**src/rtl/adder_acc_pipe_if.sv**
```systemverilog
// Operand/result handshake bundle for adder_acc_pipe.
// The producer and consumer drive the master side; the adder takes the slave side.
interface adder_acc_pipe_if #(
   parameter int unsigned WIDTH    = 4,
   parameter int unsigned CHANNELS = 2
);
   localparam int unsigned CW  = WIDTH + 3;
   localparam int unsigned CHW = (CHANNELS > 1) ? $clog2(CHANNELS) : 1;

   logic             in_valid;
   logic             in_ready;
   logic [CHW-1:0]   in_ch;
   logic [WIDTH-1:0] a;
   logic [WIDTH-1:0] b;
   logic             acc_mode;
   logic             acc_clr;
   logic             out_valid;
   logic             out_ready;
   logic [CHW-1:0]   out_ch;
   logic [CW-1:0]    c;
   logic             out_ovf;
   logic             out_err;

   modport master (
      output in_valid, in_ch, a, b, acc_mode, acc_clr, out_ready,
      input  in_ready, out_valid, out_ch, c, out_ovf, out_err
   );

   modport slave (
      input  in_valid, in_ch, a, b, acc_mode, acc_clr, out_ready,
      output in_ready, out_valid, out_ch, c, out_ovf, out_err
   );
endinterface

```
**src/rtl/adder_acc_pipe.sv**
```systemverilog
// Multi-channel pipelined adder/accumulator with valid/ready on both sides.
// Optional macro ADDER_ACC_SAT_EN: accumulators saturate at all-ones instead of wrapping.
module adder_acc_pipe #(
   parameter int unsigned WIDTH    = 4,
   parameter int unsigned CHANNELS = 2,
   parameter int unsigned STAGES   = 2
) (
   input  logic             clk,
   input  logic             reset,
   adder_acc_pipe_if.slave  bus
);
   localparam int unsigned CW    = WIDTH + 3;
   localparam int unsigned CHW   = (CHANNELS > 1) ? $clog2(CHANNELS) : 1;
   localparam int unsigned ACC_N = 1 << CHW;

   typedef struct packed {
      logic [CHW-1:0] ch;
      logic [CW-1:0]  c;
      logic           ovf;
      logic           err;
   } res_t;

   logic           run_q;
   logic           stall_c;
   logic           accept_c;
   logic           ch_err_c;
   logic [CW-1:0]  s_c;
   logic [CW-1:0]  base_c;
   logic [CW:0]    r_c;
   logic [CW-1:0]  acc_nx_c;
   res_t           res_c;

   logic [CW-1:0]  acc_q [ACC_N];
   logic           pv_q  [STAGES];
   res_t           pd_q  [STAGES];

   // Handshake: only a held, unconsumed output blocks the whole pipe.
   assign stall_c      = pv_q[STAGES-1] && !bus.out_ready;
   assign bus.in_ready = run_q && !stall_c;
   assign accept_c     = bus.in_valid && bus.in_ready;

   // Out-of-range channel detection; impossible when CHANNELS fills the index space.
   generate
      if (CHANNELS == ACC_N) begin : g_ch_full
         assign ch_err_c = 1'b0;
      end else begin : g_ch_part
         assign ch_err_c = (bus.in_ch >= CHW'(CHANNELS));
      end
   endgenerate

   // Result for the transfer being offered this cycle.
   always_comb begin
      s_c    = CW'(bus.a) + CW'(bus.b);
      base_c = bus.acc_clr ? '0 : acc_q[bus.in_ch];
      r_c    = {1'b0, base_c} + {1'b0, s_c};
`ifdef ADDER_ACC_SAT_EN
      acc_nx_c = r_c[CW] ? '1 : r_c[CW-1:0];
`else
      acc_nx_c = r_c[CW-1:0];
`endif
      res_c    = '0;
      res_c.ch = bus.in_ch;
      if (ch_err_c) begin
         res_c.err = 1'b1;
      end else if (bus.acc_mode) begin
         res_c.c   = acc_nx_c;
         res_c.ovf = r_c[CW];
      end else begin
         res_c.c   = s_c;
      end
   end

   // in_ready is held low until the first edge with reset released.
   always_ff @(posedge clk) begin
      if (!reset) run_q <= 1'b0;
      else        run_q <= 1'b1;
   end

   // Accumulators update at acceptance so back-to-back accumulates chain without bubbles.
   always_ff @(posedge clk) begin
      if (!reset) begin
         for (int unsigned i = 0; i < ACC_N; i++) acc_q[i] <= '0;
      end else if (accept_c && bus.acc_mode && !ch_err_c) begin
         acc_q[bus.in_ch] <= acc_nx_c;
      end
   end

   // Lock-step pipeline: every stage, bubbles included, advances unless stalled.
   always_ff @(posedge clk) begin
      if (!reset) begin
         for (int unsigned k = 0; k < STAGES; k++) begin
            pv_q[k] <= 1'b0;
            pd_q[k] <= '0;
         end
      end else if (!stall_c) begin
         pv_q[0] <= accept_c;
         pd_q[0] <= accept_c ? res_c : '0;
         for (int unsigned k = 1; k < STAGES; k++) begin
            pv_q[k] <= pv_q[k-1];
            pd_q[k] <= pd_q[k-1];
         end
      end
   end

   assign bus.out_valid = pv_q[STAGES-1];
   assign bus.out_ch    = pd_q[STAGES-1].ch;
   assign bus.c         = pd_q[STAGES-1].c;
   assign bus.out_ovf   = pd_q[STAGES-1].ovf;
   assign bus.out_err   = pd_q[STAGES-1].err;
endmodule

```
**src/flat_wrapper.sv**
```systemverilog
// flat-port wrapper written by rule: the top's interface ports become plain ports
module adder_acc_pipe_flat 
#(
   parameter int unsigned WIDTH    = 4,
   parameter int unsigned CHANNELS = 2,
   parameter int unsigned STAGES   = 2
)
  (clk, reset, bus_in_valid, bus_in_ch, bus_a, bus_b, bus_acc_mode, bus_acc_clr, bus_out_ready, bus_in_ready, bus_out_valid, bus_out_ch, bus_c, bus_out_ovf, bus_out_err);
  adder_acc_pipe_if #(.WIDTH(WIDTH), .CHANNELS(CHANNELS)) bus_i ();
  input  logic clk;
  input  logic reset;
  input wire logic [$bits(bus_i.in_valid)-1:0] bus_in_valid;
  input wire logic [$bits(bus_i.in_ch)-1:0] bus_in_ch;
  input wire logic [$bits(bus_i.a)-1:0] bus_a;
  input wire logic [$bits(bus_i.b)-1:0] bus_b;
  input wire logic [$bits(bus_i.acc_mode)-1:0] bus_acc_mode;
  input wire logic [$bits(bus_i.acc_clr)-1:0] bus_acc_clr;
  input wire logic [$bits(bus_i.out_ready)-1:0] bus_out_ready;
  output wire logic [$bits(bus_i.in_ready)-1:0] bus_in_ready;
  output wire logic [$bits(bus_i.out_valid)-1:0] bus_out_valid;
  output wire logic [$bits(bus_i.out_ch)-1:0] bus_out_ch;
  output wire logic [$bits(bus_i.c)-1:0] bus_c;
  output wire logic [$bits(bus_i.out_ovf)-1:0] bus_out_ovf;
  output wire logic [$bits(bus_i.out_err)-1:0] bus_out_err;
  assign bus_i.in_valid = bus_in_valid;
  assign bus_i.in_ch = bus_in_ch;
  assign bus_i.a = bus_a;
  assign bus_i.b = bus_b;
  assign bus_i.acc_mode = bus_acc_mode;
  assign bus_i.acc_clr = bus_acc_clr;
  assign bus_i.out_ready = bus_out_ready;
  assign bus_in_ready = bus_i.in_ready;
  assign bus_out_valid = bus_i.out_valid;
  assign bus_out_ch = bus_i.out_ch;
  assign bus_c = bus_i.c;
  assign bus_out_ovf = bus_i.out_ovf;
  assign bus_out_err = bus_i.out_err;
  adder_acc_pipe #(.WIDTH(WIDTH), .CHANNELS(CHANNELS), .STAGES(STAGES)) u_core (.clk(clk), .reset(reset), .bus(bus_i));
endmodule
```
**config.mk**
```make
export PLATFORM = sky130hd
export DESIGN_NAME = adder_acc_pipe_flat
export DESIGN_NICKNAME = d
export VERILOG_FILES = /design/src/rtl/adder_acc_pipe_if.sv /design/src/rtl/adder_acc_pipe.sv /design/src/flat_wrapper.sv
export SDC_FILE = /design/constraint.sdc
export NUM_CORES = 1
export LEC_CHECK = 0
export CORE_UTILIZATION = 40
export CTS_CLUSTER_SIZE = 28
export DETAILED_ROUTE_END_ITERATION = 10
export MAX_ROUTING_LAYER = met4
export SYNTH_ARGS = -nofsm -noshare
export SYNTH_HDL_FRONTEND = slang
export SYNTH_SLANG_ARGS = --single-unit
export TNS_END_PERCENT = 50
```
**constraint.sdc**
```tcl
create_clock -name clk -period 3.1 [get_ports clk]
set_input_delay 0.62 -clock clk [delete_from_list [all_inputs] [get_ports clk]]
set_output_delay 0.62 -clock clk [all_outputs]
set_load 0.01 [all_outputs]
```
# Word level (Yosys, flattened, before mapping)
# Memory sizes are Yosys's and may differ from the RTL's.
# Cells that the tools add are included.
# Widths: inputs -> output; s select.
totals:
  out_inout_bits: 12
  reg_bits: 1
  memories: 3
  ram_bits: 36
  word_cells: 36
mem_list:
  columns: ["name", "words", "word_bits", "rd", "rd_clocked_by_memory_dff", "wr", "line_no", "text"]
  rows:
  - ["u_core.pd_q", 2, 10, 2, 0, 2, "adder_acc_pipe.sv:35", "res_t pd_q [STAGES];"]
  - ["u_core.acc_q", 2, 7, 1, 0, 2, "adder_acc_pipe.sv:33", "logic [CW-1:0] acc_q [ACC_N];"]
  - ["u_core.pv_q", 2, 1, 2, 0, 2, "adder_acc_pipe.sv:34", "logic pv_q [STAGES];"]
op_classes:
  addsub: 2
  n_reduce_logical: 7
  bitwise_logic: 4
  n_mux: 19
ops:
  columns: ["cell", "n"]
  rows:
  - ["$mux 10", 3]
  - ["$mux 7", 3]
  - ["$mux 1", 13]
  - ["$add 7x7->8", 1]
  - ["$reduce_or 7->1", 1]
  - ["$add 4x4->5", 1]
  - ["$logic_and 1x1->1", 4]
  - ["$or 1x1->1", 4]
  - ["$logic_not 1->1", 2]

# Depth between registers and ports, before layout
# Gate-level depths: netlist (run 1).
logic_depth:
  depth_word: 11
  mapped_depth: 10
  mapped_depth_nobuf: 9

# Worst setup path before layout (run 1)
# Ideal clock, no wire load.
synth_path:
  path_kind: "in2reg"
  startpoint: "input bus_b[0]"
  endpoint: "memory u_core.pd_q[0][7] (netlist bit) (data pin)"
  setup_slack_ns: 0.382
  path_stages: 9
  t_arrival_ns: 2.566
  path_buffers: 0
  cell_sequence: "ha_1 > fa_1 > a21o_1 > a21o_1 > ha_1 > nand2_1 > nand2_1 > or4_1 > o21ai_0"
synth_lines:
  columns: ["item", "line_no", "text"]
  rows:
  - ["start: declaration", "flat_wrapper.sv:15", "input wire logic [$bits(bus_i.b)-1:0] bus_b;"]
  - ["end: declaration", "adder_acc_pipe.sv:35", null]

==> results of run 1 <==
[final cells by class]
cell class                      count  area (µm²)  share of cell area [%]
Tap cell                           52        65.1                    2.68
Timing Repair Buffer               42         378                    15.6
Multi-Input combinational cell    115         825                    34.0
Clock buffer                        7        86.3                    3.56
Sequential cell                    35        1040                    42.9
Inverter                            7        26.3                    1.08
Clock inverter                      1        5.00                   0.206
[sequential cells by signal (all words and copies together) (netlist names)]
name / cells
u_core.run_q: 1
u_core.acc_q: 14
u_core.pv_q: 2
u_core.pd_q: 18
[report_power, final]
part	switching (mW)	internal, mW
logic	0.111	0.110
clock network	0.157	0.179
registers	0.00570	0.539
[layout by cell type (no fill, tap or decap), types with 2 or more instances in the layout]
| cell type | count |
|---|---|
| a211oi_1 | 2 |
| a21o_1 | 3 |
| a21oi_1 | 5 |
| and2_1 | 4 |
| and3_1 | 9 |
| and3_2 | 3 |
| buf_4 | 17 |
| clkbuf_8 | 6 |
| clkdlybuf4s50_1 | 25 |
| edfxtp_1 | 34 |
| ha_1 | 8 |
| inv_1 | 6 |
| mux2i_1 | 8 |
| nand2_1 | 11 |
| nand3_1 | 3 |
| nand4_1 | 2 |
| nor2_1 | 21 |
| nor2b_1 | 4 |
| nor3_1 | 2 |
| o21ai_0 | 2 |
| or4_1 | 4 |
| xnor2_1 | 2 |
| xor2_1 | 2 |
[how the worst min path moves through the flow]
stage / slack, ns / cells past startpoint / end
after floorplan: 0.53 / 1 / u_core.pd_q[0][11]
after global placement: 0.54 / 1 / u_core.pd_q[0][17]
after detailed placement: 0.54 / 1 / u_core.pd_q[0][12]
after CTS: 0.55 / 1 / u_core.pd_q[0][12]
after global routing: 0.57 / 1 / u_core.pd_q[0][12]
final: 0.55 / 1 / u_core.pd_q[0][12]
[cells by family (layout without fill, tap and decap cells)]
kind of cell	Yosys count	count (layout)	synth area share (%)
compound gates	21	21	7.23
xor+xnor	4	4	1.81
fa+ha+maj	11	11	7.88
buf+inv	22	57	5.87
flops	35	35	53.7
mux	9	9	4.71
other cells	1	1	0.193
simple gates	69	69	18.6
[per-stage QoR]
stage               total power, mW  hold WS [ns]  worst slack [ns]
floorplan                     0.677         0.528             0.382
global placement              0.761         0.535            -0.189
detailed placement            0.766         0.536            -0.265
CTS                            1.10         0.552            0.0181
global route                   1.15         0.570            0.0211
finish                         1.10         0.553             0.156
[layer usage]
layer | track usage, % | up-vias | share of wire, %
met3 | 3.66 | 6 | 5.3
li1 | - | 679 | -
met5 | - | - | 0
met1 | 20.9 | 657 | 43
met2 | 28.1 | 48 | 49
met4 | 9.15 | 0 | 2.5
==> reports/qor.csv, run 1 <==
metric;value;unit
Final Cycle Share;95.0;%
Fin. Hold Viols;0;
Layout Skew;0.0126;ns
Mean Syn Cell Area;11.3;µm²
CTS resizes;0;
Critical R2R Launch;u_core.acc_q[1][0];
CTS Sinks;35;
cells after synthesis;172;
Initial Util;43.0;%
CP max-delay cell;fa_2;
clock transition at the registers of the reported paths;0.06;ns
cell depth of the worst flop-to-flop path;9;
CTS tree;done;
WP data required;3.23;ns
nets;232;
hold path start;u_core.pd_q[0][2];
final setup fails;0;
placed cell areas;0.00229;mm²
post-route cell area;0.00243;mm²
Yosys top cell by area;edfxtp_1;
P_leak;1.03;nW
DRC Markers;0;
Final Critical Period;2.94;ns
cell area after synthesis;0.00194;mm²
dpl cells;251;
Die Width;71.6;µm
initial antenna violation count;0;
relative slew slack;45.9;%
ranking of synthesized cells by area;edfxtp_1 (53%), ha_1 (5.8%), mux2i_1 (4.1%), nor2_1 (4.1%), buf_4 (3.1%);
hold-fix buffer count after cts;0;
r2r endpoint;u_core.acc_q[1][6];
first-pass GRT wire length;6420;µm
RSZ-0062 raised after global routing;no;
crit path DAT;3.08;ns
top-count cell post-synth;edfxtp_1;
flop2flop setup slack;0.94;ns
CP peak stage delay;0.54;ns
slew at the pin closest to its max-slew limit;0.809;ns
Total Wirelength;3920;µm
postcts setup bufs;0;
Power Density;454;mW/mm²
fraction of registers with async set/reset;0;%
top cells by count, synth;edfxtp_1 (34), nor2_1 (21), nand2_1 (11);
Setup CP Type;primary input to flip-flop;
delay-heaviest family, CP;adder cells;
CP bufs+invs;2;
Crit Path Max Fanout;3;
# IOs;27;
CP Capture Type;flip-flop;
vias;1390;
#FFs+latches synth;35;
root buf cell;clkbuf_8;
die height;71.6;µm
final non-filler cell total;259;
largest net degree at the start of global routing;21;
fmax;340;MHz
core area;0.00450;mm²
status;complete, no violations;
Ant. Diodes;0;
First-pass DRT Iterations;4;
gr ovfl total;0;
Startpoint Class;primary input;
CTS Buf Count;5;
worst-path cell chain;clkdlybuf4s50_1, ha_1, fa_2, inv_1, fa_1, nor2b_1, o31ai_2, a211o_1, a21oi_1;
leading register cell type out of synthesis;edfxtp_1;
full die area;0.00513;mm²
syn_nets;198;
logic depth of the worst path, buffers included;9;
vias in the first global route;1399;
WL per Instance;15.1;µm
Area Growth Syn to Fin;25.2;%
layout cell share with drive strength beyond 1;18.4;%
Core Rows;24;
IO buf count;25;
Fill cells;382;
drt initial violations;88;
crit path launch;bus_b[0];
setup_tns;0;ns
crit path to;u_core.acc_q[1][6];
post-layout util;53.9;%
DRT antenna net count;0;
Clk Latency, worst-skew pair;0.30;ns
Yosys cell types;42;
post-DR vias/cell;5.37;
Post-DP HPWL;2980;µm
MaxCap Viol Count;0;
synth warn;0;
fin. max-slew vios;0;
post-synthesis sequential area ratio;53.7;%
GR Util All Layers;17.6;%
clock buffer depth;2;
Peak VDD IR;0.177;mV
number of H-tree levels;2;
gpl congestion;0.892;
Hold Path Class;flip-flop to flip-flop;
Post-synth EDFFs;34;
post-synth top area share;52.7;%
No activity file was read; power rests on OpenSTA's default activity.
==> run 2: changes to the inputs <==
- CTS_CLUSTER_DIAMETER: default -> 30
==> results of run 2 <==
Final layout, timing and power as in run 1 (identical DEF).
